<file path="src/rtl/sdram_rr_arbiter_if.sv">
// Avalon-MM master bus between the round-robin arbiter and SDRAM s1.
// master: arbiter side (strobes, address, data out); slave: controller side.
interface sdram_rr_arbiter_if #(
  parameter int ADDR_W = 23,
  parameter int DATA_W = 32
);
  localparam int BE_W = DATA_W / 8;

  logic [ADDR_W-1:0] address;
  logic [BE_W-1:0]   byteenable_n;
  logic              chipselect;
  logic [DATA_W-1:0] writedata;
  logic              read_n;
  logic              write_n;
  logic [DATA_W-1:0] readdata;
  logic              readdatavalid;
  logic              waitrequest;

  modport master (
    output address, byteenable_n, chipselect,
    output writedata, read_n, write_n,
    input  readdata, readdatavalid, waitrequest
  );

  modport slave (
    input  address, byteenable_n, chipselect,
    input  writedata, read_n, write_n,
    output readdata, readdatavalid, waitrequest
  );
endinterface

</file>
<file path="src/rtl/sdram_rr_arbiter.sv">
// N-channel round-robin front end to the Avalon-MM SDRAM controller.
// Clients: i_addr/i_read/i_write/i_wdata/i_be in; o_rdata/o_done/o_err/
// o_busy/o_grant out. SDRAM side on the avm master modport.
module sdram_rr_arbiter #(
  parameter int NUM_CH     = 2,
  parameter int ADDR_W     = 23,
  parameter int DATA_W     = 32,
  parameter int GAP_CYCLES = 4,
  parameter int RD_TIMEOUT = 64,
  localparam int BE_W = DATA_W / 8,
  localparam int GR_W = (NUM_CH > 1) ? $clog2(NUM_CH) : 1
) (
  input  logic                     i_clk,
  input  logic                     i_rst,
  input  logic [NUM_CH*ADDR_W-1:0] i_addr,
  input  logic [NUM_CH-1:0]        i_read,
  input  logic [NUM_CH-1:0]        i_write,
  input  logic [NUM_CH*DATA_W-1:0] i_wdata,
  input  logic [NUM_CH*BE_W-1:0]   i_be,
  output logic [DATA_W-1:0]        o_rdata,
  output logic [NUM_CH-1:0]        o_done,
  output logic                     o_err,
  output logic                     o_busy,
  output logic [GR_W-1:0]          o_grant,
  sdram_rr_arbiter_if.master       avm
);

  localparam int TM_W = $clog2(RD_TIMEOUT + 1);
  localparam int GP_W =
    (GAP_CYCLES > 0) ? $clog2(GAP_CYCLES + 1) : 1;
  localparam logic [TM_W-1:0] TM_LAST =
    TM_W'(RD_TIMEOUT - 1);
  localparam logic [GP_W-1:0] GP_LAST =
    GP_W'((GAP_CYCLES > 0) ? GAP_CYCLES - 1 : 0);

  typedef enum logic [1:0] {
    IDLE,
    CMD,
    RDWAIT,
    GAP
  } state_t;

  // Where a finished access goes: straight back to IDLE when no gap.
  localparam state_t FIN_ST = (GAP_CYCLES == 0) ? IDLE : GAP;

  state_t              r_state;
  logic [GR_W-1:0]     r_grant;
  logic [ADDR_W-1:0]   r_addr;
  logic [DATA_W-1:0]   r_wdata;
  logic [BE_W-1:0]     r_be_n;
  logic                r_op_wr;
  logic                r_rd_n;
  logic                r_wr_n;
  logic [DATA_W-1:0]   r_rdata;
  logic [NUM_CH-1:0]   r_done;
  logic                r_err;
  logic [TM_W-1:0]     r_tmr;
  logic [GP_W-1:0]     r_gap;

  logic [NUM_CH-1:0]   w_req;
  logic                w_hit;
  logic [GR_W-1:0]     w_sel;
  logic [NUM_CH-1:0]   w_onehot;

  // A channel whose done is high this cycle may still show its
  // request; masking it stops the same access being issued twice.
  assign w_req    = (i_read | i_write) & ~r_done;
  assign w_onehot = NUM_CH'(1) << r_grant;

  always_comb begin
    logic [GR_W-1:0] idx;
    w_hit = 1'b0;
    w_sel = r_grant;
    idx   = r_grant;
    for (int i = 1; i <= NUM_CH; i++) begin
      idx = GR_W'((int'(r_grant) + i) % NUM_CH);
      if (!w_hit && w_req[idx]) begin
        w_hit = 1'b1;
        w_sel = idx;
      end
    end
  end

  always_ff @(posedge i_clk or posedge i_rst) begin
    if (i_rst) begin
      r_state <= IDLE;
      r_grant <= GR_W'(NUM_CH - 1);
      r_addr  <= '0;
      r_wdata <= '0;
      r_be_n  <= '1;
      r_op_wr <= 1'b0;
      r_rd_n  <= 1'b1;
      r_wr_n  <= 1'b1;
      r_rdata <= '0;
      r_done  <= '0;
      r_err   <= 1'b0;
      r_tmr   <= '0;
      r_gap   <= '0;
    end else begin
      r_done <= '0;
      r_err  <= 1'b0;
      unique case (r_state)
        IDLE: begin
          if (w_hit) begin
            r_grant <= w_sel;
            r_addr  <= i_addr[int'(w_sel)*ADDR_W +: ADDR_W];
            r_wdata <= i_wdata[int'(w_sel)*DATA_W +: DATA_W];
            r_be_n  <= ~i_be[int'(w_sel)*BE_W +: BE_W];
            r_op_wr <= i_write[w_sel];
            r_wr_n  <= ~i_write[w_sel];
            r_rd_n  <= i_write[w_sel];
            r_state <= CMD;
          end
        end
        CMD: begin
          if (!avm.waitrequest) begin
            r_rd_n <= 1'b1;
            r_wr_n <= 1'b1;
            r_be_n <= '1;
            r_tmr  <= '0;
            r_gap  <= '0;
            if (r_op_wr) begin
              r_done  <= w_onehot;
              r_state <= FIN_ST;
            end else if (avm.readdatavalid) begin
              r_rdata <= avm.readdata;
              r_done  <= w_onehot;
              r_state <= FIN_ST;
            end else begin
              r_state <= RDWAIT;
            end
          end
        end
        RDWAIT: begin
          if (avm.readdatavalid) begin
            r_rdata <= avm.readdata;
            r_done  <= w_onehot;
            r_state <= FIN_ST;
          end else if (r_tmr == TM_LAST) begin
            r_rdata <= '0;
            r_err   <= 1'b1;
            r_done  <= w_onehot;
            r_state <= FIN_ST;
          end else begin
            r_tmr <= r_tmr + TM_W'(1);
          end
        end
        GAP: begin
          if (r_gap == GP_LAST) begin
            r_state <= IDLE;
          end else begin
            r_gap <= r_gap + GP_W'(1);
          end
        end
        default: r_state <= IDLE;
      endcase
    end
  end

  assign o_rdata  = r_rdata;
  assign o_done   = r_done;
  assign o_err    = r_err;
  assign o_busy   = (r_state != IDLE);
  assign o_grant  = r_grant;

  assign avm.address      = r_addr;
  assign avm.byteenable_n = r_be_n;
  assign avm.chipselect   = 1'b1;
  assign avm.writedata    = r_wdata;
  assign avm.read_n       = r_rd_n;
  assign avm.write_n      = r_wr_n;

endmodule

</file>
<file path="src/flat_wrapper.sv">
// flat-port wrapper written by rule: the top's interface ports become plain ports
module sdram_rr_arbiter_flat 
#(
  parameter int NUM_CH     = 2,
  parameter int ADDR_W     = 23,
  parameter int DATA_W     = 32,
  parameter int GAP_CYCLES = 4,
  parameter int RD_TIMEOUT = 64,
  localparam int BE_W = DATA_W / 8,
  localparam int GR_W = (NUM_CH > 1) ? $clog2(NUM_CH) : 1
)
  (i_clk, i_rst, i_addr, i_read, i_write, i_wdata, i_be, o_rdata, o_done, o_err, o_busy, o_grant, avm_address, avm_byteenable_n, avm_chipselect, avm_writedata, avm_read_n, avm_write_n, avm_readdata, avm_readdatavalid, avm_waitrequest);
  sdram_rr_arbiter_if #(.ADDR_W(ADDR_W), .DATA_W(DATA_W)) avm_i ();
  input  logic i_clk;
  input  logic i_rst;
  input  logic [NUM_CH*ADDR_W-1:0] i_addr;
  input  logic [NUM_CH-1:0] i_read;
  input  logic [NUM_CH-1:0] i_write;
  input  logic [NUM_CH*DATA_W-1:0] i_wdata;
  input  logic [NUM_CH*BE_W-1:0] i_be;
  output logic [DATA_W-1:0] o_rdata;
  output logic [NUM_CH-1:0] o_done;
  output logic o_err;
  output logic o_busy;
  output logic [GR_W-1:0] o_grant;
  output wire logic [$bits(avm_i.address)-1:0] avm_address;
  output wire logic [$bits(avm_i.byteenable_n)-1:0] avm_byteenable_n;
  output wire logic [$bits(avm_i.chipselect)-1:0] avm_chipselect;
  output wire logic [$bits(avm_i.writedata)-1:0] avm_writedata;
  output wire logic [$bits(avm_i.read_n)-1:0] avm_read_n;
  output wire logic [$bits(avm_i.write_n)-1:0] avm_write_n;
  input wire logic [$bits(avm_i.readdata)-1:0] avm_readdata;
  input wire logic [$bits(avm_i.readdatavalid)-1:0] avm_readdatavalid;
  input wire logic [$bits(avm_i.waitrequest)-1:0] avm_waitrequest;
  assign avm_address = avm_i.address;
  assign avm_byteenable_n = avm_i.byteenable_n;
  assign avm_chipselect = avm_i.chipselect;
  assign avm_writedata = avm_i.writedata;
  assign avm_read_n = avm_i.read_n;
  assign avm_write_n = avm_i.write_n;
  assign avm_i.readdata = avm_readdata;
  assign avm_i.readdatavalid = avm_readdatavalid;
  assign avm_i.waitrequest = avm_waitrequest;
  sdram_rr_arbiter #(.NUM_CH(NUM_CH), .ADDR_W(ADDR_W), .DATA_W(DATA_W), .GAP_CYCLES(GAP_CYCLES), .RD_TIMEOUT(RD_TIMEOUT)) u_core (.i_clk(i_clk), .i_rst(i_rst), .i_addr(i_addr), .i_read(i_read), .i_write(i_write), .i_wdata(i_wdata), .i_be(i_be), .o_rdata(o_rdata), .o_done(o_done), .o_err(o_err), .o_busy(o_busy), .o_grant(o_grant), .avm(avm_i));
endmodule
</file>
<file path="config.mk">
export PLATFORM = sky130hd
export DESIGN_NAME = sdram_rr_arbiter_flat
export DESIGN_NICKNAME = d
export VERILOG_FILES = /design/src/rtl/sdram_rr_arbiter_if.sv /design/src/rtl/sdram_rr_arbiter.sv /design/src/flat_wrapper.sv
export SDC_FILE = /design/constraint.sdc
export NUM_CORES = 1
export LEC_CHECK = 0
export CAP_MARGIN = 20
export CORE_ASPECT_RATIO = 1.2
export CORE_UTILIZATION = 37
export DETAILED_ROUTE_END_ITERATION = 8
export HOLD_SLACK_MARGIN = 0.05
export PLACE_DENSITY = 0.79
export SYNTH_ARGS = -nofsm -noshare
export SYNTH_HDL_FRONTEND = slang
export SYNTH_SLANG_ARGS = --single-unit
export TNS_END_PERCENT = 100
</file>
<file path="constraint.sdc">
create_clock -name i_clk -period 3.6 [get_ports i_clk]
set_clock_uncertainty 0.15 [all_clocks]
set_input_delay 0.72 -clock i_clk [delete_from_list [all_inputs] [get_ports i_clk]]
set_output_delay 0.72 -clock i_clk [all_outputs]
set_load 0.01 [all_outputs]
</file>
==> impl_metrics.ini, run 1 <==
[power]
p_comb_share_pct = 51.3
switching_share_pct = 36.5
internal-power_mw = 4.07
powerDensity_nw_per_um2 = 794
p_sw_mw = 2.34
p_leak_nw = 3.53
pwr-share-clk_pct = 15.4
seq_power_share_pct = 33.3
ir_worst_vdd_mv = 0.450

[outcome]
status = complete, no violations

[timing]
setup_viol_count_final = 0
post-route-min-period_ps = 2640
slew_headroom_pct = 44.7
setup_tns_ps = 0
drv_slew = 0
rsz0062_at_grt = no
finalCritPeriodShare_pct = 73.4
max_clock_freq_ghz = 0.379
hold_viol_final = 0
layout_setup_ws_ps = 959
worstMarginPinSlew_ps = 830

[routing]
post-route-drc-count = 0
antenna_left = 0
drt-pass1-iter-count = 4
wl_um = 13800
vias = 4378
viasPerCell = 5.07
wire_per_inst_um = 16.0
drt_iter0_markers = 162

[setup_path]
critPathKind = flip-flop to primary output
slowest_delay_ps = 550
start_kind = flip-flop
end_kind = primary output
crit_fanout = 5
required_ps = 2730
cp.arrival_ps = 1770
cp_slowest_cell = clkdlybuf4s50_1
crit_path_frequent_cell = inv_1
path_cells = inv_1 > ha_1 > inv_1 > clkdlybuf4s50_1

[global_route]
grt_start_max_net_pins = 111
grt_pass1_wl_um = 21200
antenna_found_initial = 0
grt_usage_pct = 19.1
grt-ovfl-total = 0
grt_pass1_vias = 4404

[logic_synthesis]
synth.most_common_cell = dfrtp_1
ys.warnings.count = 0
synth_top_area_share_pct = 50.4
ys_top_cells_by_count = 103 x dfrtp_1, 65 x nand2_1, 57 x mux2i_1
synthFlopType = dfrtp_1
ys_ff_latch = 110
syn-cell-area_um2 = 5110
synth_cell_types = 53
postSynth.asyncResetShare_pct = 100
yosys-top-cells-area = dfrtp_1 50%, mux2i_1 11%, a22o_1 5.7%, nand2_1 4.8%, o21ai_1 4.3%
synth_top_cell_by_area = dfrtp_1
syn_avg_cell_area_um2 = 11.3
synth_nets = 617
ys_seq_area_share_pct = 54.0
synth-edff-count = 0
synthCells = 451

[finish]
syn2layout_area_growth_pct = 58.1
drive_gt1_share_pct = 7.61
fin_util_pct = 60.5
antennaDiodeCount = 0
n_fill_cell = 1107
layout.nets = 857

[clock_tree]
cts_resized = 0
ctsHoldBuffers = 0
ctsHtreeMaxLevel = 3
clock-root-buffer = clkbuf_16
clk_pin_slew_ps = 80
cts.sinks = 110
cts_buffers = 9
clockBufferDepth = 2
postCtsSetupBuffers = 0
clk_latency_ps = 340
cts_tree = yes

[place]
place_ws_ps = 751
place_hpwl_um = 10500
gp_congestion = 0.815
numPortBuffers = 255

[floorplanning]
die_x_um = 109
die_y_um = 131
design.core.area_um2 = 13400
die-area_um2 = 14300
io_pins = 257
rows = 46
initial_utilization_pct = 38.3

[run]
drv_cap = 0

[min_path]
hold_class = flip-flop to flip-flop
through the flow:
| stage | power [mW] | area (µm²) | cells | hold slack (ps) |
|---|---|---|---|---|
| finish | 6.41 | 8080 | 864 | 310 |
| CTS | 6.49 | 8080 | 864 | 313 |
| global placement | 5.36 | 7790 | 848 | 306 |
| global route | 6.85 | 8080 | 864 | 351 |
| detailed placement | 5.48 | 7790 | 848 | 297 |
| floorplan | 3.94 | 5120 | 451 | 274 |
kinds of logic (layout without fill, tap and decap cells):
family	after synthesis	after routing	share of synthesized area, %
and+or+nand+nor	103	103	9.23
adders and majority gates	8	8	1.96
AOI/OAI and AO/OA	129	129	17.8
muxes	63	63	12.8
buffers and inverters	37	282	4.11
other	1	1	0.0734
DFF	110	110	54.0
placed cells by master (no fill, tap or decap), drive strengths merged, types with 4 or more instances in the layout:
master           n
clkdlybuf4s50  255
buf              5
dfrtp          103
mux2i           57
clkbuf           9
nand2           65
ha               8
nor2            12
dfstp            7
nor3b            4
nand3            7
o21ai           62
mux2             6
a22o            33
a21oi           11
inv             10
metal layers:
layer	track usage [%]	vias up	share of wire [%]	wire, µm
met5	0	-	0	0
met4	9.10	0	3.2	444
met3	4.86	29	7.4	1020
met2	34.1	178	52	7210
met1	20.9	2073	37	5140
li1	-	2098	-	-
worst max-delay path: cells and delay by family, from the launching register on:
family,cells,cell delay [ps]
DFF,1,420
buffers and inverters,3,770
adders and majority gates,1,240
power by group through the flow:
stage | Combinational [mW] | Clock (mW) | Sequential, mW
after floorplan | 1.60 | 0 | 2.34
after global placement | 3.22 | 0 | 2.14
after detailed placement | 3.33 | 0 | 2.15
after CTS | 3.33 | 1.02 | 2.14
after global routing | 3.59 | 1.06 | 2.21
final | 3.29 | 0.987 | 2.14
worst paths after layout:
kind,start,to,slack [ps],cells past startpoint
min in group asynchronous,i_rst,u_core.o_rdata[28]$_DFFE_PP0P_,730,3
min reg2reg,u_core.r_tmr[6]$_DFFE_PP0P_,u_core.o_err$_DFF_PP0_,310,1
min,u_core.r_tmr[6]$_DFFE_PP0P_,u_core.o_err$_DFF_PP0_,310,1
max reg2reg,u_core.r_state[1]$_DFFE_PP0P_,u_core.o_rdata[13]$_DFFE_PP0P_,1200,5
max,u_core.r_state[1]$_DFFE_PP0P_,o_busy,960,4
max in group asynchronous,i_rst,u_core.avm.writedata[16]$_DFFE_PP0P_,2110,3
area by class of cell:
cell class / instances / area [µm²] / share of cell area [%]
sequential: 110 / 2760 / 34.2
timing repair buffer: 260 / 2630 / 32.5
multi-input combinational: 304 / 2160 / 26.7
clock buffer: 9 / 225 / 2.79
tap: 168 / 210 / 2.60
clock inverter: 7 / 70.1 / 0.867
inverter: 6 / 26.3 / 0.325
sequential cells by signal, summed over array words and instances, names as in the netlist:
register                 flops
u_core.avm.write_n           1
u_core.avm.read_n            1
u_core.o_rdata              32
u_core.r_gap                 3
u_core.r_op_wr               1
u_core.o_grant               1
u_core.r_tmr                 7
u_core.r_state               2
u_core.o_done                2
u_core.avm.byteenable_n      4
u_core.avm.address          23
u_core.avm.writedata        32
u_core.o_err                 1
Note: power is estimated with default switching activity, not from simulation.
==> inputs of run 2 (changes only) <==
==> constraint.sdc (replaced) <==
create_clock -name i_clk -period 2.3 [get_ports i_clk]
set_clock_uncertainty 0.15 [all_clocks]
set_input_delay 0.46 -clock i_clk [delete_from_list [all_inputs] [get_ports i_clk]]
set_output_delay 0.46 -clock i_clk [all_outputs]
set_load 0.01 [all_outputs]
==> run 2 against run 1 <==
  * Worst setup slack lost 810 ps
  * Sequential power grew 56%
  * Design area grew 3.4%
  * First-iteration DRC count grew 3.1%
  * Cell count grew 3.4%
  * Via count grew 2.6%
  * Utilization grew 2.1 points
  * Total power grew 65%
  * Critical path type unchanged
  * Largest power group unchanged
  * Highest routed layer unchanged
==> impl_metrics.ini, run 2 (synthesized netlist as in run 1, its figures left out) <==
[outcome]
status = complete, no violations

[floorplanning]
die_y_um = 131
initial_utilization_pct = 38.3
rows = 46
io_pins = 257
die_x_um = 109
die-area_um2 = 14300
design.core.area_um2 = 13400

[clock_tree]
ctsHoldBuffers = 0
clock-root-buffer = clkbuf_16
cts_tree = yes
clk_latency_ps = 350
cts_buffers = 9
clockBufferDepth = 2
cts.sinks = 110
clk_pin_slew_ps = 70
ctsHtreeMaxLevel = 3

[finish]
drive_gt1_share_pct = 11.4
antennaDiodeCount = 0
final_common_cell = clkdlybuf4s50_1
layout.nets = 886
syn2layout_area_growth_pct = 63.5
final_cell_mix = 254 x clkdlybuf4s50_1, 103 x dfrtp_1, 65 x nand2_1

[timing]
slew_headroom_pct = 61.0
rsz0062_at_grt = no
max_clock_freq_ghz = 0.465
drv_slew = 0
hold_viol_final = 0
setup_tns_ps = 0
layout_setup_ws_ps = 147
post-route-min-period_ps = 2150
finalCritPeriodShare_pct = 93.6
worstMarginPinSlew_ps = 585
setup_viol_count_final = 0

[setup_path]
critPathKind = flip-flop to primary output
cp.arrival_ps = 1540
end_kind = primary output
path_cells = inv_1 > ha_1 > inv_1 > dlygate4sd2_1
crit_family = buffers and inverters
slowest_delay_ps = 400
start_kind = flip-flop
required_ps = 1690
path_buf_inv = 3
crit_fanout = 5
crit_path_frequent_cell = inv_1
cp_slowest_cell = dfrtp_1

[power]
p_leak_nw = 3.69
p_comb_share_pct = 53.2
p_sw_mw = 3.75
pwr-share-clk_pct = 15.1
ir_worst_vdd_mv = 0.807
internal-power_mw = 6.80
seq_power_share_pct = 31.6
powerDensity_nw_per_um2 = 1260
switching_share_pct = 35.5

[routing]
wl_um = 14700
drt_iter0_markers = 167
wire_per_inst_um = 16.4
vias = 4491
antenna_left = 0
drt-pass1-iter-count = 4
post-route-drc-count = 0
viasPerCell = 5.03

[global_route]
grt-ovfl-total = 0
grt_usage_pct = 19.9
antenna_found_initial = 0
grt_pass1_vias = 4510
grt_start_max_net_pins = 111
grt_pass1_wl_um = 21700

[place]
numPortBuffers = 255
place_hpwl_um = 11100
place_ws_ps = -28.6
gp_congestion = 0.765

[min_path]
hold_class = flip-flop to flip-flop

[run]
drv_cap = 0
==> run 2: worst reg2reg max path: stages (launching register included) <==
cell and delay, ps:
dfrtp_1 390, inv_1 100, ha_1 380, nor3b_2 460, a22oi_2 130, buf_12 190
a22o_1 230
==> run 2: per-stage QoR <==
step / total power [mW] / instance area [µm²] / hold WS (ps) / instances / util (%)
CTS: 10.6 / 8320 / 315 / 891 / 62.3
detailed placement: 8.97 / 8010 / 304 / 874 / 60.0
global placement: 8.75 / 8010 / 297 / 874 / 60.0
finish: 10.6 / 8360 / 312 / 893 / 62.6
global route: 11.3 / 8360 / 331 / 893 / 62.6
floorplan: 6.17 / 5120 / 274 / 451 / -
==> run 2: power groups by stage <==
| stage | Sequential (mW) | Combinational, mW | Clock, mW |
|---|---|---|---|
| after CTS | 3.34 | 5.63 | 1.64 |
| after global routing | 3.46 | 6.09 | 1.70 |
| after detailed placement | 3.36 | 5.61 | 0 |
| after global placement | 3.33 | 5.42 | 0 |
| final | 3.34 | 5.62 | 1.60 |
| after floorplan | 3.67 | 2.50 | 0 |
==> run 2: cell type report <==
type	instances	area, µm²
fill	1076	4990
timing repair buffer	288	2870
sequential	110	2760
multi-input combinational	305	2180
clock buffer	10	239
tap	168	210
clock inverter	6	68.8
inverter	6	26.3
==> run 2: worst paths after layout <==
kind / from / end / slack (ps) / cells past startpoint
setup / recovery: u_core.r_state[0]$_DFFE_PP0P_ / o_busy / 150 / 4
hold / removal: u_core.r_tmr[6]$_DFFE_PP0P_ / u_core.o_err$_DFF_PP0_ / 310 / 1
setup reg to reg: u_core.r_state[1]$_DFFE_PP0P_ / u_core.o_rdata[20]$_DFFE_PP0P_ / 170 / 6
hold reg to reg: u_core.r_tmr[6]$_DFFE_PP0P_ / u_core.o_err$_DFF_PP0_ / 310 / 1
max in group asynchronous: i_rst / u_core.avm.writedata[15]$_DFFE_PP0P_ / 1070 / 3
min in group asynchronous: i_rst / u_core.o_rdata[17]$_DFFE_PP0P_ / 480 / 3
==> run 2: layer usage <==
layer / share of wire (%) / track usage (%) / vias up
li1: - / - / 2153
met1: 36 / 20.6 / 2132
met2: 55 / 37.4 / 178
met3: 7.1 / 5.01 / 28
met4: 2.6 / 8.78 / 0
met5: 0 / 0 / -
==> run 2: repair_timing <==
| action | 4_1_cts | 5_1_grt |
|---|---|---|
| buffers inserted | 1 | 1 |
| gates resized for setup | 1 | 1 |
| cloned | 0 | 1 |
| setup endpoints to repair | 33 | 32 |
| pin swaps | 0 | 2 |
==> inputs of run 3 (changes only) <==
--- a/config.mk
+++ b/config.mk
@@ -11,6 +11,7 @@
 export DETAILED_ROUTE_END_ITERATION = 8
 export HOLD_SLACK_MARGIN = 0.05
 export PLACE_DENSITY = 0.79
+export RECOVER_POWER = 50
 export SYNTH_ARGS = -nofsm -noshare
 export SYNTH_HDL_FRONTEND = slang
 export SYNTH_SLANG_ARGS = --single-unit
==> run 3 against run 2 <==
  * Maximum frequency grew 0.38%
  * Count of clock-buffer cells in the layout stayed put
  * Sequential share of layout area up 0.10 points
==> impl_metrics.ini, run 3 (synthesized netlist as in run 1, its figures left out) <==
[routing]
wl_um = 14600
drt_iter0_markers = 166
vias = 4494
antenna_left = 0
wire_per_inst_um = 16.4
viasPerCell = 5.03
post-route-drc-count = 0
drt-pass1-iter-count = 4

[place]
place_area_um2 = 8010
gp_congestion = 0.765
numPortBuffers = 255
place_hpwl_um = 11100
place_ws_ps = -28.6

[clock_tree]
clock-root-buffer = clkbuf_16
cts_buffers = 9
clk_latency_ps = 350
ctsHtreeMaxLevel = 3
clockBufferDepth = 2
ctsHoldBuffers = 0
cts.sinks = 110
cts_tree = yes
clk_pin_slew_ps = 70

[power]
ir_worst_vdd_mv = 0.771
p_leak_nw = 3.73
powerDensity_nw_per_um2 = 1250

[global_route]
grt_usage_pct = 19.9
grt_pass1_wl_um = 21700
grt_start_max_net_pins = 111
antenna_found_initial = 0
grt_pass1_vias = 4510
grt-ovfl-total = 0

[finish]
layout.nets = 886
drive_gt1_share_pct = 11.2
antennaDiodeCount = 0
fin_util_pct = 62.4
design_area_um2 = 8330
syn2layout_area_growth_pct = 63.0
final_common_cell = clkdlybuf4s50_1
final_cell_mix = 210 x clkdlybuf4s50_1, 103 x dfrtp_1, 65 x nand2_1

[timing]
slew_headroom_pct = 7.89
rsz0062_at_grt = no
setup_tns_ps = 0
post-route-min-period_ps = 2140
worstMarginPinSlew_ps = 1380
finalCritPeriodShare_pct = 93.2
setup_viol_count_final = 0
max_clock_freq_ghz = 0.466
fin_hold_ws_ps = 312
hold_viol_final = 0
layout_setup_ws_ps = 156
drv_slew = 0

[floorplanning]
die-area_um2 = 14300
die_x_um = 109
io_pins = 257
rows = 46
initial_utilization_pct = 38.3
design.core.area_um2 = 13400
die_y_um = 131

[setup_path]
slowest_delay_ps = 600
cp_slowest_cell = dfstp_2
crit_fanout = 5
end_kind = primary output
crit_family = flip-flops
cp.arrival_ps = 1530
required_ps = 1690
critPathKind = flip-flop to primary output
start_kind = flip-flop
path_buf_inv = 1
path_cells = clkdlybuf4s50_1

[outcome]
status = complete, no violations

[min_path]
hold_class = flip-flop to flip-flop

[run]
drv_cap = 0
## run 3: path summary, 6_finish.rpt
| check | from | to | slack, ps | cells after the start |
|---|---|---|---|---|
| setup / recovery | u_core.o_grant$_DFFE_PP1P_ | o_grant | 160 | 1 |
| hold / removal | u_core.r_tmr[6]$_DFFE_PP0P_ | u_core.o_err$_DFF_PP0_ | 310 | 1 |
| setup reg to reg | u_core.r_state[1]$_DFFE_PP0P_ | u_core.o_rdata[20]$_DFFE_PP0P_ | 170 | 6 |
| hold reg to reg | u_core.r_tmr[6]$_DFFE_PP0P_ | u_core.o_err$_DFF_PP0_ | 310 | 1 |
| max in group asynchronous | i_rst | u_core.avm.writedata[15]$_DFFE_PP0P_ | 320 | 3 |
| min in group asynchronous | i_rst | u_core.o_rdata[4]$_DFFE_PP0P_ | 800 | 3 |
## run 3: worst register-to-register path: cells and delay by family (launching register included)
family	cells	cell delay [ps]
AOI/OAI and AO/OA	2	360
adders and majority gates	1	380
buffers and inverters	2	290
DFF	1	390
and+or+nand+nor	1	460
## run 3: area by class of cell
cell class              count  area, µm²
fillers                  1078       5020
repair buffers            288       2850
multi-input cells         305       2170
clock buffers              10        239
inverters                   6       26.3
well taps                 168        210
clock inverters             6       68.8
flip-flops and latches    110       2760
## run 3: where the power goes
part / internal, mW / switching [mW]
Sequential: 2.83 / 0.494
Clock: 0.883 / 0.716
Combinational: 2.94 / 2.52
## run 3: per-stage QoR
| step | power, mW | std cells |
|---|---|---|
| 2_1_floorplan | 6.17 | 451 |
| 3_3_place_gp | 8.75 | 874 |
| 3_5_place_dp | 8.97 | 874 |
| 4_1_cts | 10.6 | 891 |
| 5_1_grt | 11.1 | 893 |
| 6_report | 10.4 | 893 |
## run 3: repair_timing
| item | in CTS | in global routing |
|---|---|---|
| pin swaps | 0 | 2 |
| endpoints found under the setup margin | 33 | 32 |
| resized for setup | 1 | 1 |
| buffers inserted | 1 | 1 |
| cloned | 0 | 1 |
## run 3: per-layer routing
layer	track usage [%]	share of wire, %
met1	20.6	36
met5	0	0
met2	37.4	54
met4	8.78	2.6
met3	5.01	7.1
